===== src/rtl/imem_loader.sv =====
// Boot-time instruction memory loader.
// Assembles little-endian words from a byte stream and verifies an XOR checksum.
module imem_loader #(
   parameter logic [31:0] BASE_ADR  = 32'h0000_0000,
   parameter int          MAX_WORDS = 16384
) (
   input  logic        clk,
   input  logic        rst_n,
   input  logic        start,
   input  logic [7:0]  rx_data,
   input  logic        rx_valid,
   output logic        rx_ready,
   output logic        mem_we,
   output logic [31:0] mem_adr,
   output logic [31:0] mem_wdata,
   output logic        cpu_hold,
   output logic        done,
   output logic        error,
   output logic [15:0] words_loaded
);

   typedef enum logic [2:0] {
      S_IDLE,
      S_HDR0,
      S_HDR1,
      S_PAYLOAD,
      S_WRITE,
      S_CSUM,
      S_DONE,
      S_ERR
   } state_t;

   localparam logic [31:0] MaxW = 32'(MAX_WORDS);

   state_t      state_q, state_d;
   logic [15:0] count_q, count_d;
   logic [15:0] words_q, words_d;
   logic [1:0]  bcnt_q, bcnt_d;
   logic [31:0] word_q, word_d;
   logic [7:0]  csum_q, csum_d;
   logic        take;
   logic [15:0] hdr_n;

   // Handshake and status outputs decode directly from the state register
   always_comb begin
      rx_ready = 1'b0;
      unique case (state_q)
         S_HDR0, S_HDR1, S_PAYLOAD, S_CSUM: rx_ready = 1'b1;
         default:                           rx_ready = 1'b0;
      endcase
   end

   assign take         = rx_valid & rx_ready;
   assign hdr_n        = {rx_data, count_q[7:0]};
   assign mem_we       = (state_q == S_WRITE);
   assign mem_adr      = BASE_ADR + {14'd0, words_q, 2'b00};
   assign mem_wdata    = word_q;
   assign cpu_hold     = (state_q != S_DONE);
   assign done         = (state_q == S_DONE);
   assign error        = (state_q == S_ERR);
   assign words_loaded = words_q;

   // Next-state logic: header parse, word assembly, write and checksum
   always_comb begin
      state_d = state_q;
      count_d = count_q;
      words_d = words_q;
      bcnt_d  = bcnt_q;
      word_d  = word_q;
      csum_d  = csum_q;
      unique case (state_q)
         S_IDLE, S_DONE, S_ERR: begin
            if (start) begin
               state_d = S_HDR0;
               count_d = '0;
               words_d = '0;
               bcnt_d  = '0;
               csum_d  = '0;
            end
         end
         S_HDR0: begin
            if (take) begin
               count_d[7:0] = rx_data;
               csum_d       = csum_q ^ rx_data;
               state_d      = S_HDR1;
            end
         end
         S_HDR1: begin
            if (take) begin
               count_d[15:8] = rx_data;
               csum_d        = csum_q ^ rx_data;
               bcnt_d        = '0;
               if ({16'd0, hdr_n} > MaxW) state_d = S_ERR;
               else if (hdr_n == 16'd0)   state_d = S_CSUM;
               else                       state_d = S_PAYLOAD;
            end
         end
         S_PAYLOAD: begin
            if (take) begin
               word_d = {rx_data, word_q[31:8]};
               csum_d = csum_q ^ rx_data;
               bcnt_d = 2'(bcnt_q + 2'd1);
               if (bcnt_q == 2'd3) state_d = S_WRITE;
            end
         end
         S_WRITE: begin
            words_d = words_q + 16'd1;
            if ((words_q + 16'd1) < count_q) state_d = S_PAYLOAD;
            else                             state_d = S_CSUM;
         end
         S_CSUM: begin
            if (take) begin
               if (rx_data == csum_q) state_d = S_DONE;
               else                   state_d = S_ERR;
            end
         end
         default: state_d = S_IDLE;
      endcase
   end

   // State, counters and accumulators
   always_ff @(posedge clk or negedge rst_n) begin
      if (!rst_n) begin
         state_q <= S_IDLE;
         count_q <= '0;
         words_q <= '0;
         bcnt_q  <= '0;
         word_q  <= '0;
         csum_q  <= '0;
      end else begin
         state_q <= state_d;
         count_q <= count_d;
         words_q <= words_d;
         bcnt_q  <= bcnt_d;
         word_q  <= word_d;
         csum_q  <= csum_d;
      end
   end

endmodule


===== config.mk =====
export PLATFORM = sky130hd
export DESIGN_NAME = imem_loader
export DESIGN_NICKNAME = d
export VERILOG_FILES = /design/src/rtl/imem_loader.sv
export SDC_FILE = /design/constraint.sdc
export NUM_CORES = 1
export LEC_CHECK = 0
export ABC_CLOCK_PERIOD_IN_PS = 2380
export CAP_MARGIN = 40
export CORE_MARGIN = 4
export CORE_UTILIZATION = 35
export DETAILED_ROUTE_END_ITERATION = 12
export HOLD_SLACK_MARGIN = 0.1
export PLACE_DENSITY = 0.57
export SYNTH_ARGS = -nofsm -noshare
export SYNTH_HDL_FRONTEND = slang
export SYNTH_SLANG_ARGS = --single-unit
export TNS_END_PERCENT = 100

===== constraint.sdc =====
create_clock -name clk -period 2.38 [get_ports clk]
set_input_delay 0.476 -clock clk [delete_from_list [all_inputs] [get_ports clk]]
set_output_delay 0.476 -clock clk [all_outputs]
set_load 0.1 [all_outputs]

# --- Yosys cells after proc, flatten, opt, wreduce, memory -nomap -nowiden ---
# Index checks and enable logic that the tools add are counted.
totals:
  register_bits: 77
  inputBits: 12
op_classes:
  reduce_logical: 17
  order_cmp: 2
  bitwise_logic: 2
  eq_ne: 17
  n_addsub: 2
  muxes: 24
op_table:
  columns: ["operator", "n"]
  rows:
  - ["case mux 8 bit (2 select lines)", 3]
  - ["case mux 16 bit (2 select lines)", 1]
  - ["2-to-1 mux 3 bit", 9]
  - ["2-to-1 mux 8 bit", 3]
  - ["case mux 3 bit (6 select lines)", 1]
  - ["adder 16 x 1 -> 16 bit, second input constant", 1]
  - ["greater-than comparator 16 x 15 -> 1 bit, second input constant", 1]
  - ["logical NOT 16 bit", 1]
  - ["< comparator 16 bit", 1]
  - ["2-to-1 mux 16 bit", 1]
  - ["equality test 3 bit, second input constant", 4]
  - ["!= test 2 bit, second input constant", 6]
  - ["AND reduction 3 bit", 3]
  - ["equality test 8 bit", 1]
  - ["nonzero test 2 bit", 4]
  - ["XOR 8 bit", 1]
  - ["equality test 3 x 2 -> 1 bit, second input constant", 2]
  - ["2-to-1 mux 2 bit", 3]
  - ["case mux 2 bit (3 select lines)", 1]
  - ["AND reduction 6 bit", 1]
  - ["OR reduction 3 bit", 2]
  - ["AND reduction 2 bit", 2]
  - ["AND reduction 4 bit", 1]
  - ["OR reduction 4 bit", 1]
  - ["9 further kinds", 10]

# --- Logic depth before layout (Yosys ltp) ---
depth:
  depth_word: 6
  depth_mapped: 11
  mapped_depth_nobuf: 11

# --- Worst setup path before layout ---
# No wires, ideal clock.
synth_timing:
  kind: "register to register"
  from: "reg words_q[7] (netlist: words_loaded[7])"
  to: "reg state_q[2]"
  setup_ns: 0.130
  path_buffers: 1
  arrival_ns: 3.349
  stages_incl_launch_ff: 12
  synth_period_minus_slack_ns: 3.479
  slack_ns: -1.099
  cell_sequence: "dfrtp_1 -> buf_2 -> nand4_1 -> nor4_4 -> nand3_2 -> xnor2_1 -> ha_1 -> a21o_1 -> a21o_1 -> a221o_1 -> a31oi_2 -> o21ai_0"
synth_between:
  elab_chain_cells: 4
synth_rtl:
  columns: ["element", "line_no", "source"]
  rows:
  - ["from (decl)", "37", "logic [15:0] words_q, words_d;"]
  - ["from (signal assigned)", "133", "words_q <= words_d;"]
  - ["adder 16 x 1 -> 16 bit", "108", "if ((words_q + 16'd1) < count_q) state_d = S_PAYLOAD;"]
  - ["< comparator 16 bit", "108", null]
  - ["2-to-1 mux 3 bit", "108", null]
  - ["case mux 3 bit (6 select lines)", "71", "unique case (state_q)"]
  - ["to (signal assigned)", "131", "state_q <= state_d;"]
  - ["to (decl)", "35", "state_t state_q, state_d;"]
# No other way between the ends.
# A chain may end at the register's enable or synchronous reset.

# --- Worst setup path after layout ---
layout_timing:
  from: "reg words_q[10] (netlist: words_loaded[10])"
  to: "reg state_q[1]"
# The elaborated chain is that of the path after synthesis.

==> metrics.txt <==
Slew Viols, Final=0; TNS Setup=-0.344 ns; worst-path maximum fanout=2; GRT overflow=0; EDFF count, synth=0; async set-reset flop share out of synthesis=1.00; clock tree buffer depth=2; synthesized instance count=about 460; Port Buffer Count=80; Slew headroom=0.634; Synth area leaders=dfrtp_1, mux2_2, o21ai_0; num rows=41; synthesis-stage register bit count=77; failing checks=setup timing; Worst setup endpoint=state_q[1]; nets=606; die width=~120 um; critical path required time=2.65 ns; Unique masters post-synth=59; Worst-path clk slew=0.06 ns; CP Class=reg2reg; Vias=around 3700; RSZ-0062 raised after global routing=true; fmax=389 MHz; H-tree depth=3; WP data arrival=2.84 ns; Skew-Pair Late Insertion Delay=about 0.34 ns; number of remaining DRC errors=0; post-DR vias/cell=4.91; Least-Margin Pin Slew=0.549 ns; largest area contributor in the netlist=dfrtp_1; worst vdd ir=0.00119 V; cell family with most CP delay=compound AO/OA/AOI/OAI gates; Syn Std Cell Area=around 4500 um^2; Top FF cell, synth=dfrtp_1; DR WL/cell=around 14 um; Root Buffer=clkbuf_16; largest net degree at the start of global routing=43; Seq/Total Area, Yosys=0.429; R2R cell count=10; crit path buf inv count=0; Reg-to-Reg End=state_q[1]; Max-cap violations=0; Initial Util=0.357; initial antenna violation count=0; crit-path cells=nand4_1, nor4_4, nand3_2, xnor2_1, ha_1, a21o_1, a21o_1, a221o_1, a31oi_4, a221o_1; Crit path largest cell delay=0.40 ns; CP max stage cell=dfrtp_4; vias in the first global route=3750; startpoint types=register; Area Growth Syn to Fin=33.1%; Critical Path Sink Type=register; reg2reg setup slack=-0.19 ns; gr usage total=0.157; outcome=finished with violations; I/O pin total=slightly below 100; DR iter-0 viols=169; clk sinks=77; hold crit path type=in2async; die extent in y=121 um; WL final=10800 um; Yosys warnings=0; antenna viol nets, final=0; DRT Pass-1 Iters=4; antenna cells=0; Setup Skew=0.00799 ns; crit path time final=2.57 ns; Final Cycle Share=1.08; P per Cell Area=1380 nW/um^2; Finish-stage setup viols=2; CTS tree=built; detailed placement HPWL=around 8100 um; RePlAce Congestion=0.865; core area=12600 um^2; share of layout cells above drive strength 1=0.363; Filler Cell Count=between 1000 and 1500; Hold Slack=0.115 ns; Leak=0.00276 uW; full die area=approximately 15000 um^2; top cell type's share of synthesized area=0.429; first-pass GRT wire length=18400 um; Crit. path cell count=10; final worst setup slack=-0.190 ns; Reg-to-Reg Start=words_loaded[10]; TritonCTS Buffers=9; Post-Syn Area per Cell=just under 10 um^2; final hold violation count=0; CP Launch Point=words_loaded[10]; cts hold-fix bufs=0
==> power breakdown <==
group	internal [uW]	switching (uW)
Sequential	1760	335
Clock	849	553
Combinational	1300	3420
==> cell usage after synthesis (2+ instances only) <==
master / n
o221ai_1: 2
dfrtp_1: 77
a21o_1: 2
buf_2: 12
nand3_1: 8
mux2_2: 31
nor2b_1: 2
nand2_1: 48
o21ai_0: 59
nor3_1: 3
buf_4: 34
a31oi_1: 2
o211ai_1: 2
a32o_1: 3
nand2b_1: 17
and4_1: 3
a21boi_0: 2
o41ai_1: 2
a22o_1: 2
nand4_1: 5
nor2_1: 26
and3_1: 2
clkbuf_1: 3
xnor2_1: 10
nand3b_1: 2
nand3_2: 2
nor4_1: 4
nor3_2: 3
o31ai_1: 6
ha_1: 18
xor2_1: 4
a21oi_1: 11
o2111ai_1: 2
inv_1: 24
a221o_1: 2
==> metrics by stage <==
stage	cell area (um^2)	power, uW	util	setup WS (ns)	std cells
final	5980	8220	0.475	-0.190	753
after global routing	5980	8700	0.475	-0.322	753
after CTS	5930	8260	0.471	-0.193	751
after detailed placement	5590	6840	0.445	-0.286	732
after global placement	5590	6770	0.445	-0.220	732
after floorplan	4580	5680	-	-0.669	474
==> layout by cell type, fill, tap and decap left out, types with 16 or more instances in the layout <==
| cell type | Yosys | layout |
|---|---|---|
| buf_4 | 34 | 124 |
| conb_1 | 1 | 16 |
| dfrtp_1 | 77 | 65 |
| ha_1 | 18 | 17 |
| inv_1 | 24 | 23 |
| mux2_2 | 31 | 31 |
| nand2_1 | 48 | 48 |
| nand2b_1 | 17 | 17 |
| nor2_1 | 26 | 25 |
| o21ai_0 | 59 | 58 |
==> worst min-delay path by stage <==
| stage | from | slack, ns | to |
|---|---|---|---|
| after global routing | rst_n | 0.17 | mem_wdata[11] |
| after global placement | count_q[10] | 0.47 | count_q[10] |
| after detailed placement | count_q[12] | 0.47 | count_q[12] |
| after CTS | rst_n | 0.14 | mem_wdata[11] |
| final | rst_n | 0.12 | mem_wdata[11] |
| after floorplan | rst_n | 0.18 | bcnt_q[0] |
==> flip-flops by register name (all words and copies together), names as in the netlist <==
name,cells
mem_wdata,32
count_q,16
words_loaded,16
csum_q,8
state_q,3
bcnt_q,2
==> timing repair <==
action,4_1_cts,5_1_grt
endpoints found under the hold margin,0,0
endpoints found under the setup margin,2,3
setup buffers,3,2
pin swaps,5,4
resized for setup,2,5
gates cloned,0,0
==> cell type report <==
| type | count | area (um^2) | share of cell area |
|---|---|---|---|
| Inverter | 24 | 93.8 | 0.0157 |
| Tap cell | 172 | 215 | 0.0360 |
| Clock buffer | 10 | 239 | 0.0400 |
| Sequential cell | 77 | 1950 | 0.327 |
| Clock inverter | 6 | 70.1 | 0.0117 |
| Timing Repair Buffer | 141 | 1170 | 0.196 |
| Multi-Input combinational cell | 323 | 2230 | 0.374 |
==> worst reg2reg max path: cells and delay by family, from the launching register on <==
kind | cells | cell delay, ns
AO/OA/AOI/OAI | 5 | 1.04
flip-flops | 1 | 0.40
XOR/XNOR | 1 | 0.14
AND/OR/NAND/NOR | 3 | 0.65
adder cells (fa/ha/maj) | 1 | 0.28
==> metal layers <==
metal	share of wire	global-route usage
met2	0.50	0.260
met1	0.44	0.205
met4	0.016	0.0490
met3	0.044	0.0354
met5	0	0
==> cell families (layout without fill, tap and decap cells) <==
family | Yosys count | count (layout) | share of synthesized area
simple gates | 134 | 134 | 0.159
mux | 33 | 33 | 0.0825
flops | 77 | 77 | 0.429
compound gates | 108 | 108 | 0.155
fa+ha+maj | 18 | 18 | 0.0502
other cells | 1 | 16 | 0.000835
xor+xnor | 14 | 14 | 0.0273
buf+inv | 74 | 181 | 0.0953
Power figures use the tool's default switching activity.
